===== config.mk =====
export PLATFORM = sky130hd
export DESIGN_NAME = spi_slave_rw
export DESIGN_NICKNAME = d
export VERILOG_FILES = /design/src/rtl/spi_pkg.sv /design/src/rtl/spi_sync.sv /design/src/rtl/spi_slave_rw.sv
export SDC_FILE = /design/constraint.sdc
export NUM_CORES = 1
export LEC_CHECK = 0
export ABC_CLOCK_PERIOD_IN_PS = 1900
export CAP_MARGIN = 10
export CORE_MARGIN = 2
export CORE_UTILIZATION = 46
export CTS_CLUSTER_SIZE = 25
export DETAILED_ROUTE_END_ITERATION = 10
export MAX_ROUTING_LAYER = met4
export PLACE_DENSITY = 0.81
export SYNTH_ARGS = -nofsm -noshare
export SYNTH_HDL_FRONTEND = slang
export SYNTH_SLANG_ARGS = --single-unit

===== constraint.sdc =====
create_clock -name Clk -period 1.9 [get_ports Clk]
set_input_delay 0.285 -clock Clk [delete_from_list [all_inputs] [get_ports Clk]]
set_output_delay 0.285 -clock Clk [all_outputs]
set_load 0.01 [all_outputs]

===== src/rtl/spi_pkg.sv =====
// spi_pkg: shared state encoding and default geometry for the SPI register slave.
package spi_pkg;

   localparam int unsigned SPI_ADDR_W      = 8;
   localparam int unsigned SPI_DATA_W      = 32;
   localparam int unsigned SPI_SYNC_STAGES = 2;

   typedef enum logic [1:0] {
      ST_IDLE = 2'd0,
      ST_CMD  = 2'd1,
      ST_DATA = 2'd2,
      ST_DONE = 2'd3
   } spi_state_e;

endpackage


===== src/rtl/spi_sync.sv =====
// spi_sync: multi-flop synchroniser for an asynchronous level, with rise/fall
// pulses taken against one further registered copy of the synchronised value.
module spi_sync #(
   parameter int unsigned STAGES  = 2,
   parameter logic        RST_VAL = 1'b0
) (
   input  logic i_clk,
   input  logic i_rst_n,
   input  logic i_d,
   output logic o_rise_c,
   output logic o_fall_c
);

   logic [STAGES-1:0] r_sync;
   logic              r_prev;

   // Synchroniser chain plus the delayed copy used for edge detection.
   always_ff @(posedge i_clk or negedge i_rst_n) begin
      if (!i_rst_n) begin
         r_sync <= {STAGES{RST_VAL}};
         r_prev <= RST_VAL;
      end else begin
         r_sync <= STAGES'({r_sync, i_d});
         r_prev <= r_sync[STAGES-1];
      end
   end

   assign o_rise_c =  r_sync[STAGES-1] & ~r_prev;
   assign o_fall_c = ~r_sync[STAGES-1] &  r_prev;

endmodule


===== src/rtl/spi_slave_rw.sv =====
// spi_slave_rw: mode-0 SPI slave; each frame is ADDR_W command bits (W flag +
// address) followed by DATA_W data bits, bridged onto read/write strobes.
// Write frames are only honoured when SPI_SLAVE_RW_WRITE_EN is defined;
// otherwise every frame is a read and the write port is tied to zero.
module spi_slave_rw
   import spi_pkg::*;
#(
   parameter int unsigned ADDR_W      = SPI_ADDR_W,
   parameter int unsigned DATA_W      = SPI_DATA_W,
   parameter int unsigned SYNC_STAGES = SPI_SYNC_STAGES
) (
   input  logic              Clk,
   input  logic              Reset_n,
   input  logic              SPI_CLK,
   input  logic              SPI_CS,
   input  logic              SPI_MOSI,
   output logic              SPI_MISO,
   output logic [ADDR_W-2:0] Data_Addr,
   input  logic [DATA_W-1:0] Data_Read,
   output logic              Data_RE,
   output logic [DATA_W-1:0] Data_Write,
   output logic              Data_WE,
   output logic              Frame_Err
);

   localparam int unsigned SYNC_N     = (SYNC_STAGES < 2) ? 2 : SYNC_STAGES;
   localparam int unsigned FRAME_BITS = ADDR_W + DATA_W;
   localparam int unsigned CNT_W      = $clog2(FRAME_BITS + 1);

   spi_state_e        r_state;
   spi_state_e        w_next;
   logic [CNT_W-1:0]  r_bit_cnt;
   logic [ADDR_W-2:0] r_cmd;
   logic [DATA_W-2:0] r_tx;
   logic              r_first;
   logic              r_miso;
   logic [ADDR_W-2:0] r_addr;
   logic              r_re;
   logic              r_ferr;
   logic              w_sclk_rise;
   logic              w_sclk_fall;
   logic              w_cs_rise;
   logic              w_cs_fall;
   logic              w_last_cmd;
   logic              w_last_data;
   logic              w_is_write;

   spi_sync #(.STAGES(SYNC_N), .RST_VAL(1'b0)) u_sync_sclk (
      .i_clk    (Clk),
      .i_rst_n  (Reset_n),
      .i_d      (SPI_CLK),
      .o_rise_c (w_sclk_rise),
      .o_fall_c (w_sclk_fall)
   );

   spi_sync #(.STAGES(SYNC_N), .RST_VAL(1'b1)) u_sync_cs (
      .i_clk    (Clk),
      .i_rst_n  (Reset_n),
      .i_d      (SPI_CS),
      .o_rise_c (w_cs_rise),
      .o_fall_c (w_cs_fall)
   );

   // Frame state register.
   always_ff @(posedge Clk or negedge Reset_n) begin
      if (!Reset_n) r_state <= ST_IDLE;
      else          r_state <= w_next;
   end

   // Next-state decode; CS deassertion returns to IDLE from any state.
   always_comb begin
      w_next      = r_state;
      w_last_cmd  = w_sclk_rise && (r_bit_cnt == CNT_W'(ADDR_W - 1));
      w_last_data = w_sclk_rise && (r_bit_cnt == CNT_W'(FRAME_BITS - 1));
      unique case (r_state)
         ST_IDLE: if (w_cs_fall)   w_next = ST_CMD;
         ST_CMD:  if (w_last_cmd)  w_next = ST_DATA;
         ST_DATA: if (w_last_data) w_next = ST_DONE;
         ST_DONE: w_next = ST_DONE;
         default: w_next = ST_IDLE;
      endcase
      if (w_cs_rise) w_next = ST_IDLE;
   end

   // Bit counting, command capture, address update and read-data shift-out.
   always_ff @(posedge Clk or negedge Reset_n) begin
      if (!Reset_n) begin
         r_bit_cnt <= '0;
         r_cmd     <= '0;
         r_tx      <= '0;
         r_first   <= 1'b0;
         r_miso    <= 1'b0;
         r_addr    <= '0;
         r_re      <= 1'b0;
         r_ferr    <= 1'b0;
      end else begin
         r_re   <= 1'b0;
         r_ferr <= 1'b0;
         if (w_cs_rise) begin
            r_miso  <= 1'b0;
            r_first <= 1'b0;
            if ((r_state == ST_CMD) || (r_state == ST_DATA)) r_ferr <= 1'b1;
         end else begin
            unique case (r_state)
               ST_IDLE: begin
                  if (w_cs_fall) begin
                     r_bit_cnt <= '0;
                     r_cmd     <= '0;
                     r_tx      <= '0;
                     r_first   <= 1'b0;
                     r_miso    <= 1'b0;
                  end
               end
               ST_CMD: begin
                  if (w_sclk_rise) begin
                     if (r_bit_cnt != CNT_W'(FRAME_BITS)) r_bit_cnt <= r_bit_cnt + CNT_W'(1);
                     // The W flag shifts out of the top, leaving only the address.
                     r_cmd <= (ADDR_W-1)'({r_cmd, SPI_MOSI});
                     if (w_last_cmd) r_first <= 1'b1;
                  end
               end
               ST_DATA: begin
                  if (w_sclk_rise) begin
                     if (r_bit_cnt != CNT_W'(FRAME_BITS)) r_bit_cnt <= r_bit_cnt + CNT_W'(1);
                     if (w_last_data) r_miso <= 1'b0;
                  end else if (w_sclk_fall) begin
                     if (r_first) begin
                        r_first <= 1'b0;
                        r_addr  <= r_cmd;
                        if (!w_is_write) begin
                           r_re   <= 1'b1;
                           r_miso <= Data_Read[DATA_W-1];
                           r_tx   <= Data_Read[DATA_W-2:0];
                        end
                     end else if (!w_is_write) begin
                        r_miso <= r_tx[DATA_W-2];
                        r_tx   <= (DATA_W-1)'({r_tx, 1'b0});
                     end
                  end
               end
               ST_DONE: r_miso <= 1'b0;
               default: r_miso <= 1'b0;
            endcase
         end
      end
   end

`ifdef SPI_SLAVE_RW_WRITE_EN
   logic              r_wr;
   logic [DATA_W-2:0] r_rx;
   logic [DATA_W-1:0] r_data_write;
   logic              r_we;

   // Write path: latch the W flag, collect data bits, strobe on DONE entry.
   always_ff @(posedge Clk or negedge Reset_n) begin
      if (!Reset_n) begin
         r_wr         <= 1'b0;
         r_rx         <= '0;
         r_data_write <= '0;
         r_we         <= 1'b0;
      end else begin
         r_we <= 1'b0;
         if ((r_state == ST_IDLE) && w_cs_fall) begin
            r_wr <= 1'b0;
            r_rx <= '0;
         end else if (w_sclk_rise && !w_cs_rise) begin
            if ((r_state == ST_CMD) && (r_bit_cnt == '0)) r_wr <= SPI_MOSI;
            if (r_state == ST_DATA) begin
               r_rx <= (DATA_W-1)'({r_rx, SPI_MOSI});
               if (w_last_data && r_wr) begin
                  r_data_write <= {r_rx, SPI_MOSI};
                  r_we         <= 1'b1;
               end
            end
         end
      end
   end

   assign w_is_write = r_wr;
   assign Data_Write = r_data_write;
   assign Data_WE    = r_we;
`else
   assign w_is_write = 1'b0;
   assign Data_Write = '0;
   assign Data_WE    = 1'b0;
`endif

   assign SPI_MISO  = r_miso;
   assign Data_Addr = r_addr;
   assign Data_RE   = r_re;
   assign Frame_Err = r_ferr;

endmodule


==> impl_metrics.tcl <==
set metrics [dict create \
    status "complete, no violations" \
    power_w 0.00415 \
    ys_seq_elements 63 \
    synthCells 314 \
    postCtsSetupBuffers 0 \
    period_minus_slack_ns 1.81 \
    maxSlewViolCount 0 \
    wl_um 6690 \
    cts.clk_slew.worst_paths_ns 0.07 \
    max-clock-path-buffers 2 \
    tightest_slew_ns 0.498 \
    grt_pass1_vias 2377 \
    grt_antenna_before_repair 0 \
    grt_first_pass_wirelength_um 11200 \
    cts_tree "done" \
    first_iter_violations 112 \
    cts_root_buf "clkbuf_8" \
    ios 80 \
    synth_ff_type "dfrtp_1" \
    place_hpwl_um 4670 \
    crit_arrival_ns 2.03 \
    ant_nets 0 \
    num_rows 32 \
    diodes 0 \
    clock-sinks 63 \
    critPathKind "flop to flop" \
    synth-xor-area-share_pct 0 \
    gp_congestion 0.903 \
    avgSynthCellArea_um2 11.7 \
    p_leak_nw 1.90 \
    fin_skew_ns 0.00980 \
    cp-end-kind "flop" \
    placed_area_um2 4190 \
    cts_buffers 9 \
    area_growth_pct 21.0 \
    synthesis.area_um2 3670 \
    drv_cap 0 \
    initial_core_util_pct 47.5 \
    core_um2 7730 \
    routedWlPerCell_um 13.9 \
    dieArea_um2 8700 \
    die_y_um 93.3 \
    yosys-mux-area-fraction_pct 23.7 \
    worst_hold_path_type "flop to flop" \
    synth_compound_area_share_pct 7.40 \
    fin_crit_sh_pct 95.2 \
    synth_cell_types 50 \
    slowest_stage "dfrtp_1" \
    drive_gt1_share_pct 22.5 \
    worstPathCellList "inv_1 > ha_4 > nand3b_1 > o22ai_4 > buf_12 > mux2_2" \
    track_usage_pct 16.7 \
    hold_violations 0 \
    synth_edf_count 0 \
    worstSkewPairLatency_ns 0.34 \
    postLayoutCoreUtil_pct 57.4 \
    tns_ns 0 \
    path_max_fanout 23 \
    ir_drop_mv 0.573 \
    setup_viol 0 \
    io_buffers 46 \
    grt_max_degree 32 \
    drt-pass1-iter-count 4 \
    max_freq_ghz 0.553 \
    cp-start-kind "flop" \
    ys_seq_area_share_pct 43.1 \
    die_x_um 93.3 \
    cts_max_level 3 \
    pwr_density_cell_nw_per_um2 935 \
    synth_top_family_by_area "multiplexers" \
    vias 2403 \
    yosys_warnings 0 \
    fill_cells 621 \
    critPathRequiredTime_ns 2.12 \
    viasPerCell 5.01 \
    nets 417 \
    slew_headroom_pct 66.5 \
    synth_simple_gate_area_share_pct 12.6 \
    async_flop_share_pct 100 \
    grt_overflow_total 0 \
    cp_slowest_stage_delay_ns 0.37 \
    drc 0 \
    synthAdderAreaFrac_pct 2.39 \
    stdcell_area_um2 4440 \
]
synthesized netlist by cell type (all sizes together), types with 2 or more instances:
master   n  share of area, %
a32o     7               1.9
nand2   15               1.6
clkbuf   4              0.41
nand3    4              0.55
buf     44               9.2
dfrtp   60                41
ha       7               2.4
nor2    11               1.3
dfstp    3               2.1
o21ai    3              0.51
mux2i   33               9.0
inv     10               1.0
and4b    2              0.55
a31oi    3              0.51
nor4     2              0.34
nand3b   3              0.61
mux2    38                15
nor2b   31               5.3
a311oi   2              0.48
nor3     2              0.41
nand4    2              0.34
o211a    2              0.55
a21oi    7               1.1
power breakdown:
| group | total [W] | switching, W | internal, W |
|---|---|---|---|
| combinational | 0.00135 | 0.000719 | 0.000630 |
| clock | 0.00129 | 0.000513 | 0.000775 |
| sequential | 0.00151 | 0.0000785 | 0.00143 |
| total | 0.00415 | 0.00131 | 0.00284 |
metrics by stage:
step	hold WS [ns]	worst slack (ns)	std cells
floorplan	-0.0106	0.116	346
CTS	0.340	0.0398	480
detailed placement	0.259	-0.0603	463
finish	0.351	0.0910	480
global placement	0.250	0.0250	463
global route	0.354	-0.00537	480
metal layers:
layer	vias to the layer above	routed length, µm	track usage [%]	part of all wire [%]
li1	1148	-	-	-
met1	1182	2970	21.7	44
met2	67	3280	25.9	49
met3	6	347	4.11	5.2
met4	0	87	5.39	1.3
met5	-	0	-	0
worst max-delay path, delay by kind of cell (launching register included):
family / cells / cell delay, ns
compound gates: 1 / 0.21
fa+ha+maj: 1 / 0.22
flops: 1 / 0.37
buf+inv: 2 / 0.38
mux: 1 / 0.35
simple gates: 1 / 0.15
flip-flops by register name, summed over array words and instances (netlist names):
register            count
r_first                 1
Frame_Err               1
r_tx                   31
u_sync_sclk.r_sync      2
u_sync_cs.r_sync        2
u_sync_sclk.r_prev      1
Data_Addr               7
u_sync_cs.r_prev        1
Data_RE                 1
r_state                 2
r_bit_cnt               6
r_cmd                   7
SPI_MISO                1
layout by cell type (no fill, tap or decap), types with 4 or more instances in the layout:
cell type         n
dfrtp_1          59
clkdlybuf4s50_1  45
mux2i_1          33
conb_1           33
nor2b_1          31
mux2_4           30
nand2_1          14
buf_4            14
inv_1            10
nor2_1           10
clkbuf_8         10
mux2_2            8
a32o_1            7
a21oi_1           6
ha_1              5
nand3_1           4
repair_timing:
action / CTS / global route
hold buffers: 1 / 0
endpoints found under the setup margin: 31 / 38
resized for setup: 1 / 2
pin swaps: 0 / 1
hold endpoints to repair: 13 / 0
cells by family after synthesis:
logic type | count (synthesis)
AND/OR/NAND/NOR | 80
multiplexers | 71
flip-flops | 63
buffers and inverters | 58
AO/OA/AOI/OAI | 34
adder cells (fa/ha/maj) | 7
other | 1
final cells by class:
class	instances	area [µm²]	area share, %
clock buffers	11	141	3.19
clock inverters	5	81.3	1.83
inverters	10	37.5	0.846
multi-input cells	225	1840	41.4
flip-flops and latches	63	1580	35.6
well taps	102	128	2.88
repair buffers	64	631	14.2
final timing paths:
check	startpoint	depth (start not counted)	slack [ns]	endpoint
worst max-delay path	r_state[0]	6	0.09	r_tx[13]
worst min-delay path	u_sync_sclk.r_sync[0]	0	0.35	u_sync_sclk.r_sync[1]
worst max register to register	r_state[0]	6	0.09	r_tx[13]
worst min register to register	u_sync_sclk.r_sync[0]	0	0.35	u_sync_sclk.r_sync[1]
max in group asynchronous	Reset_n	3	0.83	r_first
min in group asynchronous	Reset_n	2	0.41	Data_Addr[2]
(Power assumes the default switching activity.)
